`config.mk`:
```
export PLATFORM = sky130hd
export DESIGN_NAME = partoserial
export DESIGN_NICKNAME = d
export VERILOG_FILES = /design/src/rtl/partoserial.sv
export SDC_FILE = /design/constraint.sdc
export NUM_CORES = 1
export LEC_CHECK = 0
export BUFFER_PORTS_ARGS = -buffer_cell sky130_fd_sc_hd__buf_2
export CORE_ASPECT_RATIO = 0.7
export CORE_MARGIN = 8
export CORE_UTILIZATION = 35
export CTS_BUF_LIST = sky130_fd_sc_hd__clkbuf_4 sky130_fd_sc_hd__clkbuf_8 sky130_fd_sc_hd__clkbuf_16
export CTS_CLUSTER_SIZE = 20
export DETAILED_ROUTE_END_ITERATION = 10
export GPL_TIMING_DRIVEN = 0
export PLACE_DENSITY = 0.51
export SYNTH_ARGS = -nofsm -noshare
export SYNTH_HDL_FRONTEND = slang
export SYNTH_SLANG_ARGS = --single-unit
```
`constraint.sdc`:
```
create_clock -name clk_32f -period 3.5 [get_ports clk_32f]
set_input_delay 0 -clock clk_32f [delete_from_list [all_inputs] [get_ports clk_32f]]
set_output_delay 0 -clock clk_32f [all_outputs]
set_load 0.01 [all_outputs]
```
`src/rtl/partoserial.sv`:
```
// Parallel-to-serial transmitter. After reset it sends a burst of COMMA bytes for alignment,
// then sends data bytes MSB first, one byte every 8 bit clocks, or IDLE_CHAR when no byte is offered.
module partoserial #(
   parameter int unsigned SYNC_BC   = 4,
   parameter logic [7:0]  COMMA     = 8'hBC,
   parameter logic [7:0]  IDLE_CHAR = 8'h7C
) (
   input  logic       clk_32f,
   input  logic       reset_L,
   input  logic [7:0] data_in,
   input  logic       valid_in,
   output logic       data_out,
   output logic       load_strobe,
   output logic       active
);

   typedef enum logic {ST_SYNC, ST_ACTIVE} state_t;

   localparam logic [3:0] SYNC_TARGET = 4'(SYNC_BC);

   state_t     state_q;
   logic [2:0] bit_cnt_q;
   logic [7:0] shreg_q;
   logic [3:0] sync_cnt_q;
   logic       data_out_q;
   logic       active_q;

   logic       load_edge;
   logic       sync_done;
   logic [7:0] next_byte;

   assign load_edge = (bit_cnt_q == 3'd0);

   // The burst is complete once SYNC_BC commas have been loaded; the edge that sees this
   // already loads the first ACTIVE byte, so no extra comma slips out.
   assign sync_done = (sync_cnt_q >= SYNC_TARGET);

   always_comb begin
      next_byte = COMMA;
      if (state_q == ST_ACTIVE || sync_done) begin
         next_byte = valid_in ? data_in : IDLE_CHAR;
      end
   end

   always_ff @(posedge clk_32f or negedge reset_L) begin
      if (!reset_L) begin
         state_q    <= ST_SYNC;
         bit_cnt_q  <= 3'd0;
         shreg_q    <= 8'h00;
         sync_cnt_q <= 4'd0;
         data_out_q <= 1'b0;
         active_q   <= 1'b0;
      end else begin
         bit_cnt_q <= bit_cnt_q + 3'd1;
         if (load_edge) begin
            shreg_q    <= next_byte;
            data_out_q <= next_byte[7];
            if (state_q == ST_SYNC) begin
               if (sync_cnt_q != 4'hF) begin
                  sync_cnt_q <= sync_cnt_q + 4'd1;
               end
               if (sync_done) begin
                  state_q  <= ST_ACTIVE;
                  active_q <= 1'b1;
               end
            end
         end else begin
            data_out_q <= shreg_q[3'd7 - bit_cnt_q];
         end
      end
   end

   assign data_out    = data_out_q;
   assign active      = active_q;
   assign load_strobe = load_edge && reset_L;

endmodule

```
==> qor.csv <==
stage,metric,value,unit
sta,actual slew at the worst max-slew pin,0.447,ns
clock_network,CTS buffer count,3,
detailed_routing,via/cell ratio,4.67,
worst_setup_path,Setup CP Type,flop to output pin,
die,Die X,74.1,µm
layout,design area,1030,µm²
global_route,first-pass GRT wire length,2.87,mm
layout,"most common cell after layout, fill and taps aside",dfrtp_1,
sta,fmax,561,MHz
yosys,synthesized area,827,µm²
sta,"Slew Viols, Final",0,
clock_network,Clock Tree Root,clkbuf_4,
detailed_routing,DRC violations left,0,
layout,Final Util,47.3,%
clock_network,clk sink count,18,
detailed_routing,DRT antenna net count,0,
sta,RSZ-0062 raised after global routing,no,
layout,# fillers,215,
yosys,Cell variety after synth,28,
layout,Area Overhead vs Synth,25.1,%
die,core footprint,2190,µm²
sta,fin crit share,50.9,%
global_route,gr ovfl total,0,
worst_setup_path,Setup crit start,bit_cnt_q[0]$_DFF_PN0_,
global_route,GRT Resource Usage Total,8.99,%
sta,Fin. Hold Viols,0,
yosys,"Avg Cell Area, Syn",12.9,µm²
clock_network,clock buffer depth,2,
clock_network,CTS H-Tree Depth,1,
worst_setup_path,crit path launch type,flop,
yosys,yosys warns,0,
place,Placed Area,932,µm²
sta,minimum clock period,1.78,ns
run,Max Cap Violations,0,
layout,NumNets Final,104,
yosys,syn_nets,78,
clock_network,"CTS clk-pin slew, worst paths",0.09,ns
sta,setup TNS,0,ns
global_route,pin count of the biggest net entering global routing,20,
power,Pwr per Cell Area,329,nW/µm²
worst_setup_path,CP endpoint kind,output pin,
yosys,register area share after synthesis,54.5,%
die,row count,14,
detailed_routing,final WL,1.57,mm
global_route,initial antenna violation count,0,
layout,antenna cells,0,
min_path,hold crit path type,input pin to flop,
clock_network,Setup Buffers After CTS,0,
global_route,number of global-route vias before repair,619,
place,hpwl dp,1.19,mm
detailed_routing,DR vias,560,
worst_setup_path,Worst Path Required,3.50,ns
detailed_routing,DR pass1 iterations,4,
worst_setup_path,Critical R2R Launch,bit_cnt_q[0]$_DFF_PN0_,
layout,layout cells sized above 1,29.5,%
clock_network,worst-skew pair later-pin latency,0.29,ns
yosys,#FFs+latches synth,18,
clock_network,TritonCTS clock tree,done,
min_path,Hold Path Origin,data_in[6],
yosys,Synth Instances,64,
worst_setup_path,"Data arrival, critical path",1.78,ns
status,status,"complete, no violations",
detailed_routing,routed len/inst,13.1,µm
power,Peak supply drop,0.145,mV
die,Die Span Y,56.7,µm
layout,"commonest cells after routing, fill and taps aside","18 x dfrtp_1, 14 x buf_2, 8 x dlygate4sd3_1",
place,Placer Congestion,0.832,
sta,Final setup viols,0,
sta,clk_skew,0.00158,ns
clock_network,post-cts sizing count,0,
sta,WHS,0.00292,ns
detailed_routing,Starting DRT DRC Count,8,
worst_setup_path,crit-path max FO,10,
power,Leakage,0.449,nW
die,die area,4200,µm²
place,PortBufs,13,
die,io pins,14,
die,initial core utilization,37.8,%
sta,Rel. slew slack,69.4,%
[worst max-delay path: stages, from the launching register on]
cell     delay, ns
dfrtp_1       0.50
inv_1         0.09
ha_1          0.28
nor2b_1       0.15
buf_2         0.17
and2_1        0.17
buf_2         0.13
[final timing paths]
| check | endpoint | cells past startpoint | slack [ns] |
|---|---|---|---|
| max | load_strobe | 6 | 1.72 |
| min | shreg_q[6]$_DFFE_PN0N_ | 3 | 0.003 |
| max reg2reg | sync_cnt_q[1]$_DFFE_PN0P_ | 5 | 1.72 |
| min reg2reg | active$_DFFE_PN0P_ | 1 | 0.48 |
| max in group asynchronous | shreg_q[5]$_DFFE_PN0N_ | 2 | 3.04 |
| min in group asynchronous | sync_cnt_q[0]$_DFFE_PN0P_ | 2 | 0.17 |
[sequential cells by signal, indices dropped and copies added, names as in the netlist]
name / cells
active: 1
state_q: 1
data_out: 1
shreg_q: 8
bit_cnt_q: 3
sync_cnt_q: 4
[cell usage after synthesis]
library cell	count	area (µm²)
or4_4	1	11.3
nand2b_1	1	6.26
nand2b_4	1	13.8
buf_2	1	5.00
o41ai_1	1	8.76
ha_1	3	37.5
and3_4	1	11.3
o22a_1	4	35.0
nor2_1	1	3.75
inv_1	3	11.3
nand2_1	3	11.3
nand3_1	2	10.0
and2_1	1	6.26
mux2_4	1	15.0
nor2b_1	3	18.8
a2111oi_0	2	17.5
o21bai_1	1	7.51
mux4_2	1	22.5
xnor2_1	3	26.3
dfrtp_1	18	450
xor2_1	1	8.76
a31oi_1	1	6.26
or3_4	2	22.5
and3_2	1	7.51
a22o_1	2	17.5
and3_1	1	6.26
o21ai_0	3	15.0
or4b_4	1	13.8
[metrics by stage]
step                setup WS, ns  power [mW]  cells
finish                      1.72       0.341    120
global route                1.53       0.358    120
CTS                         1.69       0.347    120
detailed placement          1.74       0.239    109
global placement            1.74       0.238    109
floorplan                   1.88       0.226     64
[cell families (layout without fill, tap and decap cells)]
logic type | after synthesis | after routing | synth area share (%)
buffers and inverters | 4 | 28 | 1.97
XOR/XNOR | 4 | 4 | 4.24
flip-flops | 18 | 18 | 54.5
AO/OA/AOI/OAI | 14 | 14 | 13.0
adder cells (fa/ha/maj) | 3 | 3 | 4.54
multiplexers | 2 | 2 | 4.54
AND/OR/NAND/NOR | 19 | 19 | 17.2
[repair_timing]
action                                  4_1_cts  5_1_grt
endpoints found under the setup margin        0        0
hold buffers                                  8        0
hold endpoints to repair                     25        0
[power by group]
part	leakage, nW	switching [mW]	internal (mW)
sequential	0.204	0.00266	0.213
combinational	0.232	0.00924	0.0155
clock	0.0138	0.0600	0.0400
[metal layers]
metal,global-route usage [%],part of all wire (%)
met3,4.25,5.9
met1,11.2,49
met4,3.40,1.7
met2,12.9,44
met5,0,0
[area by class of cell]
cell class	instances	area, µm²	share of cell area, %
buffer	1	5.00	0.484
inverter	3	11.3	1.09
clock buffer	3	22.5	2.18
timing repair buffer	21	145	14.0
sequential	18	450	43.5
tap	32	40.0	3.87
multi-input combinational	42	360	34.8
Note: power is estimated with default switching activity, not from simulation.
